### src/rtl/button_renderer.sv
// Draws one bevelled square button per frame over the incoming raster and
// hands a done_x/done_y pulse back to the board sequencer after each frame.
module button_renderer #(
    parameter logic [11:0] FILL_RGB   = 12'h888,
    parameter logic [11:0] EDGE_RGB   = 12'hFFF,
    parameter logic [11:0] SHADOW_RGB = 12'h444
) (
    input  logic        clk,
    input  logic        rst,
    input  logic        draw_button,
    input  logic [10:0] button_xpos,
    input  logic [10:0] button_ypos,
    input  logic [6:0]  button_size,
    input  logic [4:0]  button_num,
    input  logic [10:0] vcount_in,
    input  logic [10:0] hcount_in,
    input  logic        vsync_in,
    input  logic        hsync_in,
    input  logic        vblnk_in,
    input  logic        hblnk_in,
    input  logic [11:0] rgb_in,
    output logic [10:0] vcount_out,
    output logic [10:0] hcount_out,
    output logic        vsync_out,
    output logic        hsync_out,
    output logic        vblnk_out,
    output logic        hblnk_out,
    output logic [11:0] rgb_out,
    output logic        done_x,
    output logic        done_y
);

    typedef enum logic [1:0] {
        S_IDLE,
        S_ARM,
        S_RENDER,
        S_PULSE
    } state_t;

    state_t      r_state;
    state_t      w_next;
    logic        r_vblnk_prev;
    logic [10:0] r_x;
    logic [10:0] r_y;
    logic [6:0]  r_size;
    logic [4:0]  r_num;
    logic [4:0]  r_col;
    logic [4:0]  w_col_next;
    logic        w_latch;
    logic        w_pulse;
    logic        r_done_x;
    logic        r_done_y;

    logic        w_frame_start;
    logic        w_frame_end;
    logic        w_last_col;

    assign w_frame_start = (vcount_in == 11'd0) && (hcount_in == 11'd0);
    assign w_frame_end   = vblnk_in && !r_vblnk_prev;
    assign w_last_col    = (r_num == 5'd0) || (r_col == r_num - 5'd1);

    always_comb begin
        w_next     = r_state;
        w_latch    = 1'b0;
        w_pulse    = 1'b0;
        w_col_next = r_col;
        case (r_state)
            S_IDLE: begin
                w_col_next = 5'd0;
                if (draw_button) w_next = S_ARM;
            end
            S_ARM: begin
                if (w_frame_start) begin
                    w_latch = 1'b1;
                    w_next  = S_RENDER;
                end
            end
            S_RENDER: begin
                if (w_frame_end) begin
                    w_pulse = 1'b1;
                    w_next  = S_PULSE;
                end
            end
            S_PULSE: begin
                w_col_next = w_last_col ? 5'd0 : r_col + 5'd1;
                w_next     = S_ARM;
            end
            default: w_next = S_IDLE;
        endcase
        // Losing the request anywhere outside IDLE aborts the button silently.
        if (r_state != S_IDLE && !draw_button) begin
            w_next     = S_IDLE;
            w_latch    = 1'b0;
            w_pulse    = 1'b0;
            w_col_next = 5'd0;
        end
    end

    always_ff @(posedge clk) begin
        if (rst) begin
            r_state      <= S_IDLE;
            r_vblnk_prev <= 1'b0;
            r_x          <= '0;
            r_y          <= '0;
            r_size       <= '0;
            r_num        <= '0;
            r_col        <= '0;
            r_done_x     <= 1'b0;
            r_done_y     <= 1'b0;
        end else begin
            r_state      <= w_next;
            r_vblnk_prev <= vblnk_in;
            r_col        <= w_col_next;
            r_done_x     <= w_pulse;
            r_done_y     <= w_pulse && w_last_col;
            if (w_latch) begin
                r_x    <= button_xpos;
                r_y    <= button_ypos;
                r_size <= button_size;
                r_num  <= button_num;
            end
        end
    end

    assign done_x = r_done_x;
    assign done_y = r_done_y;

    // Geometry is compared at 12 bits so x+size near the right edge cannot wrap.
    logic [11:0] w_h12;
    logic [11:0] w_v12;
    logic [11:0] w_x12;
    logic [11:0] w_y12;
    logic [11:0] w_xe;
    logic [11:0] w_ye;
    logic        w_active;
    logic        w_inside;
    logic        w_edge;
    logic        w_shadow;

    assign w_h12    = {1'b0, hcount_in};
    assign w_v12    = {1'b0, vcount_in};
    assign w_x12    = {1'b0, r_x};
    assign w_y12    = {1'b0, r_y};
    assign w_xe     = w_x12 + {5'd0, r_size};
    assign w_ye     = w_y12 + {5'd0, r_size};
    assign w_active = (r_state == S_RENDER) && !hblnk_in && !vblnk_in;
    assign w_inside = w_active &&
                      (w_h12 >= w_x12) && (w_h12 < w_xe) &&
                      (w_v12 >= w_y12) && (w_v12 < w_ye);
    assign w_edge   = (w_h12 == w_x12) || (w_v12 == w_y12);
    assign w_shadow = (w_h12 == w_xe - 12'd1) || (w_v12 == w_ye - 12'd1);

    logic [10:0] r_s1_vcount;
    logic [10:0] r_s1_hcount;
    logic        r_s1_vsync;
    logic        r_s1_hsync;
    logic        r_s1_vblnk;
    logic        r_s1_hblnk;
    logic [11:0] r_s1_rgb;
    logic        r_s1_inside;
    logic        r_s1_edge;
    logic        r_s1_shadow;

    always_ff @(posedge clk) begin
        if (rst) begin
            r_s1_vcount <= '0;
            r_s1_hcount <= '0;
            r_s1_vsync  <= 1'b0;
            r_s1_hsync  <= 1'b0;
            r_s1_vblnk  <= 1'b0;
            r_s1_hblnk  <= 1'b0;
            r_s1_rgb    <= '0;
            r_s1_inside <= 1'b0;
            r_s1_edge   <= 1'b0;
            r_s1_shadow <= 1'b0;
        end else begin
            r_s1_vcount <= vcount_in;
            r_s1_hcount <= hcount_in;
            r_s1_vsync  <= vsync_in;
            r_s1_hsync  <= hsync_in;
            r_s1_vblnk  <= vblnk_in;
            r_s1_hblnk  <= hblnk_in;
            r_s1_rgb    <= rgb_in;
            r_s1_inside <= w_inside;
            r_s1_edge   <= w_edge;
            r_s1_shadow <= w_shadow;
        end
    end

    logic [11:0] w_rgb_mux;

    always_comb begin
        w_rgb_mux = r_s1_rgb;
        if (r_s1_inside) begin
            if (r_s1_edge)        w_rgb_mux = EDGE_RGB;
            else if (r_s1_shadow) w_rgb_mux = SHADOW_RGB;
            else                  w_rgb_mux = FILL_RGB;
        end
    end

    always_ff @(posedge clk) begin
        if (rst) begin
            vcount_out <= '0;
            hcount_out <= '0;
            vsync_out  <= 1'b0;
            hsync_out  <= 1'b0;
            vblnk_out  <= 1'b0;
            hblnk_out  <= 1'b0;
            rgb_out    <= '0;
        end else begin
            vcount_out <= r_s1_vcount;
            hcount_out <= r_s1_hcount;
            vsync_out  <= r_s1_vsync;
            hsync_out  <= r_s1_hsync;
            vblnk_out  <= r_s1_vblnk;
            hblnk_out  <= r_s1_hblnk;
            rgb_out    <= w_rgb_mux;
        end
    end

endmodule

### config.mk
export PLATFORM = sky130hd
export DESIGN_NAME = button_renderer
export DESIGN_NICKNAME = d
export VERILOG_FILES = /design/src/rtl/button_renderer.sv
export SDC_FILE = /design/constraint.sdc
export NUM_CORES = 1
export LEC_CHECK = 0
export ABC_CLOCK_PERIOD_IN_PS = 3700
export BUFFER_PORTS_ARGS = -buffer_cell sky130_fd_sc_hd__buf_2
export CAP_MARGIN = 0
export CORE_UTILIZATION = 33
export DETAILED_ROUTE_END_ITERATION = 7
export GPL_ROUTABILITY_DRIVEN = 0
export SLEW_MARGIN = 40
export SYNTH_ARGS = -nofsm -noshare
export SYNTH_HDL_FRONTEND = slang
export SYNTH_SLANG_ARGS = --single-unit
### constraint.sdc
create_clock -name clk -period 3.7 [get_ports clk]
set_clock_uncertainty 0.15 [all_clocks]
set_input_delay 0.74 -clock clk [delete_from_list [all_inputs] [get_ports clk]]
set_output_delay 0.74 -clock clk [all_outputs]
set_load 0.005 [all_outputs]
==> qor.yml <==
status: "finished clean"
slew_headroom: 0.525
peakVddDrop_mv: 0.234
antenna_found_initial: 0
p_clk_frac: 0.501
synth.top_cell.area_share: 0.365
hp-class: "reg -> reg"
ys.warnings.count: 0
timing.fmax_mhz: 282
crit_required_ps: 3910
synthFlopType: "dfxtp_1"
report.final.hold_viol_count: 0
dieArea_um2: 20900
busiest_layer: "met2"
synth-edff-count: 0
dp_slack_ps: 50.4
setup_viol: 0
overflow: 0
drt-pass1-iter-count: 4
cts.clk_slew.worst_paths_ps: 60
internal_power_w: 0.00258
end_kind: "flip-flop"
initial_core_util: 0.341
wire_per_inst_um: 14.8
final_cell_mix: "dfxtp_1, buf_2, nor2b_1"
grt_usage: 0.167
switchingPower_w: 0.000808
p_sw_frac: 0.238
avgSynthCellArea_um2: 9.25
min_period_over_period: 0.959
seq_area_frac_synth: 0.365
grt_pass1_vias: 5114
setup_tns_ps: 0
syn-instance-count: 724
diodes: 0
async_flop_share: 0
synth_area_leaders: "dfxtp_1, ha_1, nor2b_1, mux2i_1, xnor2_1"
finalWorstSetupSlack_ps: 153
use_met1: 0.234
crit_fanout: 3
cts.path.max_buffers: 2
syn_nets: 866
clkSinkCount: 122
cts_made_buffers: 17
synth_area_um2: 6700
tritoncts: "done"
io_buffers: 114
timing_worst_setup_path_type: "reg -> reg"
mostFrequentLayoutCell: "dfxtp_1"
die_w_um: 144
num-nets-final: 995
slew_viol_final: 0
ctsHoldBuffers: 0
rows: 51
crit_arrival_ps: 3760
drtIter0Drc: 320
tightest_slew_ps: 712
synth_cell_types: 75
drtAntennaViolNets: 0
ioPinCount: 115
synth.largest_area_cell: "dfxtp_1"
cts_root_buffer: "clkbuf_16"
seq_power_share: 0.407
avgViaCountPerCell: 4.83
grt_util_met2: 0.248
power.leakage_nw: 3.47
die_h_um: 144
via_count: 5455
drv_cap: 0
area_growth_pct: 23.7
insertion_delay_ps: 420
finalPower_w: 0.00339
powerDensity_nw_per_um2: 410
synth_seq_cells: 122
hpwl_um: 12800
start_kind: "flip-flop"
coreArea_um2: 19700
gr-usage-met3: 0.0371
wl_um: 16700
grt_max_degree: 45
grt_pass1_wl_um: 26400
htreeDepth: 4
drcViolationCount: 0
drive_above_1_share: 0.221
power.combinational.fraction: 0.092
fin_crit_ps: 3550
-- worst paths after layout --
kind               start     endpoint  slack [ps]  cells after the start
max            r_size[0]  r_s1_shadow         150                     12
min reg2reg  r_s1_rgb[6]   rgb_out[6]         270                      1
min          r_s1_rgb[6]   rgb_out[6]         270                      1
max reg2reg    r_size[0]  r_s1_shadow         150                     12
-- cells in the mapped netlist, types with 3 or more instances --
library cell	n
nand2b_1	11
and3_1	3
a21o_1	12
nor2_1	63
clkbuf_1	16
nor3_1	15
or2_2	4
xor2_1	12
o21ai_1	3
a211o_1	4
inv_1	47
nor4_1	10
a31oi_1	4
ha_1	65
o21ai_0	21
nand3b_1	4
a221oi_1	3
dfxtp_1	122
nand3_1	19
nor2b_1	66
xnor2_1	31
mux2i_1	36
o21bai_1	3
o21a_1	23
nand4b_1	3
a21oi_1	28
a211oi_1	10
nand2_1	13
or3_1	4
nand4_1	8
-- logic make-up (layout without fill, tap and decap cells) --
kind of cell | Yosys count | in the layout | synth area share
multiplexers | 37 | 37 | 0.0555
flip-flops | 122 | 122 | 0.365
AO/OA/AOI/OAI | 143 | 143 | 0.151
AND/OR/NAND/NOR | 240 | 240 | 0.197
adder cells (fa/ha/maj) | 68 | 68 | 0.129
buffers and inverters | 70 | 210 | 0.0428
XOR/XNOR | 44 | 44 | 0.0598
-- through the flow --
step | utilization | instances | hold WS, ps | cell area [um^2]
after floorplan | - | 724 | 255 | 6700
after global placement | 0.389 | 1098 | 259 | 7640
after detailed placement | 0.389 | 1098 | 264 | 7640
after CTS | 0.419 | 1128 | 278 | 8240
after global routing | 0.421 | 1129 | 294 | 8280
final | 0.421 | 1129 | 272 | 8280
-- repair_timing --
action                                  4_1_cts  5_1_grt
gates resized for setup                       0        9
setup buffers                                 0        1
endpoints found under the setup margin        0        2
-- area by class of cell --
cell class,instances,area [um^2]
repair buffers,133,728
clock inverters,12,165
well taps,265,332
flip-flops and latches,122,2440
inverters,47,176
clock buffers,18,439
fillers,2011,11400
multi-input cells,532,4000
-- critical path, stage by stage (launching register included) --
cell	delay, ps
dfxtp_1	360
ha_2	220
fa_2	450
inv_1	100
ha_2	210
o2111a_1	230
o22ai_2	100
nor3b_2	200
or4b_1	480
a211o_1	270
a211o_1	320
a311oi_2	250
a32o_2	160
-- power groups by stage --
stage	registers (W)	clock network, W	logic (W)
after floorplan	0.00141	0	0.000185
after global placement	0.00141	0	0.000311
after detailed placement	0.00141	0	0.000314
after CTS	0.00138	0.00175	0.000316
after global routing	0.00139	0.00181	0.000357
final	0.00138	0.00170	0.000312
-- flip-flops by register name (all words and copies together) (netlist names), 2 cells and up --
name	flops
r_s1_rgb	12
rgb_out	12
hcount_out	11
r_s1_hcount	11
r_s1_vcount	11
r_x	11
r_y	11
vcount_out	11
r_size	7
r_col	5
r_num	5
r_state	2
-- layer usage --
metal | part of all wire | wire length (um)
met3 | 0.050 | 835
met1 | 0.51 | 8540
met5 | 0 | 0
met2 | 0.42 | 7070
met4 | 0.017 | 283
Power figures use the tool's default switching activity.
